**config.mk**
```make
export PLATFORM = sky130hd
export DESIGN_NAME = regfile_write_sched
export DESIGN_NICKNAME = d
export VERILOG_FILES = /design/src/rtl/regfile_write_sched.sv
export SDC_FILE = /design/constraint.sdc
export NUM_CORES = 1
export LEC_CHECK = 0
export BUFFER_PORTS_ARGS = -buffer_cell sky130_fd_sc_hd__buf_2
export CAP_MARGIN = 10
export CORE_MARGIN = 2
export CORE_UTILIZATION = 40
export CTS_CLUSTER_SIZE = 30
export DETAILED_ROUTE_END_ITERATION = 12
export PLACE_DENSITY_LB_ADDON = 0.15
export SKIP_CTS_REPAIR_TIMING = 1
export SLEW_MARGIN = 30
export SYNTH_ARGS = -nofsm -noshare
export SYNTH_HDL_FRONTEND = slang
export SYNTH_SLANG_ARGS = --single-unit
```
**constraint.sdc**
```tcl
create_clock -name clk -period 0.95 [get_ports clk]
set_input_delay 0.1425 -clock clk [delete_from_list [all_inputs] [get_ports clk]]
set_output_delay 0.1425 -clock clk [all_outputs]
set_load 0.02 [all_outputs]
```
**src/rtl/regfile_write_sched.sv**
```systemverilog
// Round-robin arbiter for the register file's single write port.
// Holds En and data for WR_CYCLES clocks, then acks the winner.
module regfile_write_sched #(
  parameter int NUM_REQ   = 2,
  parameter int NUM_REGS  = 8,
  parameter int ADDR_W    = 3,
  parameter int DATA_W    = 8,
  parameter int WR_CYCLES = 2,
  parameter int ZERO_REG  = 1
) (
  input  logic                      clk,
  input  logic                      rst,
  input  logic [NUM_REQ-1:0]        req,
  input  logic [NUM_REQ*ADDR_W-1:0] req_addr,
  input  logic [NUM_REQ*DATA_W-1:0] req_data,
  output logic [NUM_REQ-1:0]        ack,
  output logic [NUM_REGS-1:0]       wr_en,
  output logic [DATA_W-1:0]         wr_data,
  output logic                      busy,
  output logic                      err
);

  localparam int ID_W  = (NUM_REQ > 1) ? $clog2(NUM_REQ) : 1;
  localparam int CNT_W = (WR_CYCLES > 1) ? $clog2(WR_CYCLES) : 1;

  typedef enum logic {
    IDLE,
    WRITE
  } state_t;

  state_t state;
  state_t state_nx;

  logic [ID_W-1:0]   rr_ptr;
  logic [ID_W-1:0]   id_q;
  logic [ADDR_W-1:0] addr_q;
  logic [DATA_W-1:0] data_q;
  logic              drop_q;
  logic [CNT_W-1:0]  cnt;

  logic              any_req;
  logic              found;
  logic [ID_W-1:0]   win;
  logic [ADDR_W-1:0] addr_sel;
  logic [DATA_W-1:0] data_sel;
  logic              drop_sel;
  logic              last;
  logic [ID_W-1:0]   ptr_nx;

  assign any_req = |req;
  assign last    = (state == WRITE) &&
                   (cnt == CNT_W'(WR_CYCLES - 1));

  // Search starts at rr_ptr and wraps, so the last winner goes to the back.
  always_comb begin
    win   = rr_ptr;
    found = 1'b0;
    for (int j = 0; j < NUM_REQ; j++) begin
      if (!found &&
          req[ID_W'((int'(rr_ptr) + j) % NUM_REQ)]) begin
        win   = ID_W'((int'(rr_ptr) + j) % NUM_REQ);
        found = 1'b1;
      end
    end
  end

  always_comb begin
    addr_sel = '0;
    data_sel = '0;
    for (int j = 0; j < NUM_REQ; j++) begin
      if (int'(win) == j) begin
        addr_sel = req_addr[j*ADDR_W +: ADDR_W];
        data_sel = req_data[j*DATA_W +: DATA_W];
      end
    end
  end

  always_comb begin
    drop_sel = 1'b0;
    if (int'(addr_sel) >= NUM_REGS) begin
      drop_sel = 1'b1;
    end
    if ((ZERO_REG != 0) && (addr_sel == '0)) begin
      drop_sel = 1'b1;
    end
  end

  always_comb begin
    ptr_nx = id_q + ID_W'(1);
    if (int'(id_q) == NUM_REQ - 1) begin
      ptr_nx = '0;
    end
  end

  always_ff @(posedge clk) begin
    if (rst) begin
      state <= IDLE;
    end else begin
      state <= state_nx;
    end
  end

  always_comb begin
    state_nx = state;
    unique case (state)
      IDLE:    if (any_req) state_nx = WRITE;
      WRITE:   if (last)    state_nx = IDLE;
      default: state_nx = IDLE;
    endcase
  end

  // Grant-time capture; later input changes cannot disturb the write.
  always_ff @(posedge clk) begin
    if (rst) begin
      rr_ptr <= '0;
      id_q   <= '0;
      addr_q <= '0;
      data_q <= '0;
      drop_q <= 1'b0;
      cnt    <= '0;
    end else if (state == IDLE) begin
      if (any_req) begin
        id_q   <= win;
        addr_q <= addr_sel;
        data_q <= data_sel;
        drop_q <= drop_sel;
        cnt    <= '0;
      end
    end else begin
      cnt <= cnt + CNT_W'(1);
      if (last) begin
        rr_ptr <= ptr_nx;
      end
    end
  end

  always_comb begin
    ack     = '0;
    wr_en   = '0;
    wr_data = '0;
    busy    = 1'b0;
    err     = 1'b0;
    if (state == WRITE) begin
      busy    = 1'b1;
      wr_data = data_q;
      err     = last && drop_q;
      for (int r = 0; r < NUM_REGS; r++) begin
        wr_en[r] = !drop_q && (int'(addr_q) == r);
      end
      for (int j = 0; j < NUM_REQ; j++) begin
        ack[j] = last && (int'(id_q) == j);
      end
    end
  end

endmodule

```
; ---- Yosys cells after proc, flatten, opt, wreduce, memory -nomap -nowiden
; Index checks and enable logic that the tools add are counted.
[op_classes]
addsub = 3
n_lt_le_gt_ge = 2
eq_ne = 7
mux = 20
n_bitwise = 2
reduce_logical = 21
[ops]
columns = cell, count
row1 = $mux W8, 3
row2 = $mux W1, 14
row3 = $logic_and A1 B1 Y1, 13
row4 = $eq A3 B3 Y1 const B, 4
row5 = $eq A3 B2 Y1 const B, 2
row6 = $logic_not A3 Y1, 2
row7 = $lt A1 B3 Y1 const B, 2
row8 = $reduce_and A2 Y1, 2
row9 = $add A1 B1 Y1 const B, 3
row10 = $eq A3 B1 Y1 const B, 1
row11 = $mux W3, 1
row12 = $logic_not A1 Y1, 2
row13 = $mux W2, 1
row14 = $not A1 Y1, 2
row15 = $pmux W1 S2, 1
row16 = $reduce_bool A2 Y1, 1
row17 = $reduce_or A2 Y1, 1
[word_totals]
ff_bits = 16
in_bits = 26
out_inout_bits = 20

; ---- Depth between registers and ports, before layout
[logic_depth]
depth_word = 10
mapped_depth = 5
mapped_depth_nobuf = 3

; ---- Least setup slack after synthesis
; OpenSTA, ideal clock, no wires.
[synth_timing]
kind = flip-flop to output port
start = reg state
end = out wr_en[0]
arrival_ns = 1.451
slack_ns = -0.644
stages_incl_launch_ff = 4
path_cell_list = dfxtp_1 buf_4 or3b_1 nor3_1
[synth_via]
elab_chain_len = 1
[synth_rtl]
columns = element, line
row1 = "start, declared", 31  ; state_t state;
row2 = "start signal, assigned", 99  ; state <= state_nx;
row3 = $mux W8, 143  ; if (state == WRITE) begin
row4 = "end, declared", 17  ; output logic [NUM_REGS-1:0] wr_en,
; Every way passes these cells.

; ---- Worst setup path after layout
; Same ends and word-level chain as after synthesis.

==> flow_summary.yaml <==
power:
  internal-power_w: 0.001301
  combinationalPowerShare: 0.344
  p_sw_frac: 0.3072
  p_per_area_nw_per_um2: 1205
  clockPowerShare: 0.239
  switchingPower_w: 0.0005769
  seq_power_share: 0.417
  ir_drop_v: 0.0008850
  power_leakage_nw: 0.6646
finish:
  num_antenna_cells: 0
  final_cell_mix: "buf_2, buf_6, buf_4"
  utilization: 0.7116
  fin_area_um2: 1559
  multi_input_area_um2: 641.9
  final_common_cell: "buf_2"
  drive_above_1_share: 0.6879
  fin_cells: 185
  register_area_um2: 331.6
  area_growth_pct: 70.69
  num-nets-final: 184
  fill_cells: 174
worst_setup_path:
  reg2reg_slack_ns: -0.28
  worstRegToRegCells: 4
  r2r_end: "id_q$_SDFFE_PP0P_"
  critPathTopFamily: "simple AND/OR/NAND/NOR gates"
  critPathMaxFanout: 5
  crit_chain: "or3b_4 -> nor3_4 -> buf_6"
  worst-path-buf-inv: 1
  crit_path_max_incr_delay_ns: 0.40
  slowest_stage: "or3b_4"
  crit_type: "reg2out"
  timing.rr.start: "state$_SDFF_PP0_"
  required_ns: 0.81
  critPathLaunchType: "flip-flop"
  cp.arrival_ns: 1.33
  worst_setup_path_end_kind: "output pin"
floorplan:
  fp.dieH_um: 51.79
  die-area_um2: 2682
  die_width_um: 51.79
  core_area_um2: 2191
  ioPinCount: 46
  start_util: 0.4169
  placementRows: 17
cts:
  cts-root-buf: "clkbuf_4"
  cts_tree: "built"
  cts_buffers: 3
  clk_latency_ns: 0.28
  cts.path.max_buffers: 2
  clk_pin_slew_ns: 0.09
  clock_sinks: 16
  htreeDepth: 1
grt:
  grt_use_met1: 0.2104
  grt_start_max_net_pins: 17
  gr-total-overflow: 0
  grt_usage: 0.1663
  grt_pass1_wl_um: 3312
  grt_pass1_vias: 764
  use_met3: 0.03448
  busiest_layer: "met2"
  met2_usage: 0.2692
  antenna_found_initial: 0
sta:
  finClkSkew_ns: 0.002488
  rsz0062_at_grt: "yes"
  setup_viol: 36
  setup_tns_ns: -10.54
  fin_ws_ns: -0.5176
  slew_headroom: 0.7465
  hold_viol: 0
  period_share: 1.545
  worst_pin_slew_ns: 0.3802
  drv_slew: 0
  min_period_ns: 1.468
  fmax_mhz: 681.4
route:
  drt_iter0_drc: 7
  via_per_inst: 4.989
  drc: 0
  dr.pass1.iters: 2
  routedWlPerCell_um: 12.51
  vias: 923
  antenna_left: 0
  routed_wl_um: 2314
synthesis:
  synth_largest_area_cell: "dfxtp_1"
  synth_cell_types: 24
  synth-seq-area-share: 0.3507
  yosysTopAreaCellShare: 0.3507
  ys_ff_latch: 16
  syn_area_um2: 913.4
  synth_nets: 123
  synth_area_leaders: "dfxtp_1, mux2i_1, a211oi_2"
  avgSynthCellArea_um2: 9.416
  ys_warn_count: 0
  syn-instance-count: 97
outcome:
  violations: "setup timing"
  status: "finished with violations"
min_path:
  min_to: "data_q[2]$_SDFFE_PP0P_"
  min_path_cells: 3
  holdCritPathClass: "in2reg"
  worstHoldStart: "req_data[2]"
placed_design:
  port_buffers: 45
  placed_cell_area_um2: 1304
  dp.cells: 175
  dp_hpwl_um: 1622
  pre_cts_slack_ns: -0.2729
  place.gp.congestion: 0.6645
run:
  maxCapViolCount: 0
[worst register-to-register path, stage by stage (launching register included)]
cell	delay [ns]
dfxtp_4	0.36
o21ba_1	0.31
buf_4	0.21
mux2i_1	0.19
nor2_1	0.05
[final cells by class]
cell class,count,area share
clock buffer,4,0.02327
multi-input combinational,72,0.4117
sequential,16,0.2127
tap,28,0.02247
timing repair buffer,65,0.3299
[flip-flops by register name, summed over array words and instances (netlist names)]
signal,cells
addr_q,3
cnt,1
data_q,8
drop_q,1
id_q,1
rr_ptr,1
state,1
[synthesized netlist by cell type]
| library cell | n |
|---|---|
| a211oi_1 | 5 |
| a211oi_2 | 8 |
| a21oi_1 | 1 |
| and2_1 | 8 |
| and3_1 | 2 |
| and3b_1 | 1 |
| buf_2 | 1 |
| buf_4 | 1 |
| buf_6 | 4 |
| buf_8 | 1 |
| clkbuf_1 | 2 |
| dfxtp_1 | 16 |
| mux2i_1 | 12 |
| nand2_1 | 3 |
| nand2b_1 | 1 |
| nand3_1 | 1 |
| nor2_1 | 14 |
| nor2_2 | 3 |
| nor3_1 | 6 |
| nor4_1 | 3 |
| nor4b_1 | 1 |
| o21ba_1 | 1 |
| or3b_1 | 1 |
| xnor2_1 | 1 |
[worst max-delay path by stage]
| stage | startpoint | endpoint | slack, ns | cells past startpoint |
|---|---|---|---|---|
| after floorplan | state$_SDFF_PP0_ | wr_en[0] | -0.35 | 3 |
| after global placement | state$_SDFF_PP0_ | wr_en[0] | -0.25 | 3 |
| after detailed placement | state$_SDFF_PP0_ | wr_en[0] | -0.27 | 3 |
| after CTS | state$_SDFF_PP0_ | wr_en[0] | -0.61 | 3 |
| after global routing | state$_SDFF_PP0_ | wr_en[0] | -0.56 | 3 |
| final | state$_SDFF_PP0_ | wr_en[0] | -0.52 | 3 |
[routing by layer]
metal | vias to the layer above | part of all wire
li1 | 469 | -
met1 | 422 | 0.43
met2 | 30 | 0.52
met3 | 2 | 0.045
met4 | 0 | 0.0035
met5 | - | 0
[per-stage QoR]
stage	hold WS, ns	total power, W
6_report	0.1921	0.001878
2_1_floorplan	0.3489	0.001156
5_1_grt	0.1710	0.001996
3_3_place_gp	0.4703	0.001301
3_5_place_dp	0.4865	0.001315
4_1_cts	0.1783	0.001776
[kinds of logic after synthesis]
logic type,synth area share
flops,0.3507
mux,0.1315
simple gates,0.2534
compound gates,0.1671
buf+inv,0.08766
xor+xnor,0.009591
[power groups by stage]
stage                     clock [W]  sequential, W  combinational, W
after global routing       0.000509       0.000794          0.000693
after global placement            0       0.000792          0.000508
after CTS                  0.000473       0.000779          0.000523
final                      0.000448       0.000784          0.000646
after detailed placement          0       0.000795          0.000520
after floorplan                   0       0.000803          0.000353
(Power assumes the default switching activity.)
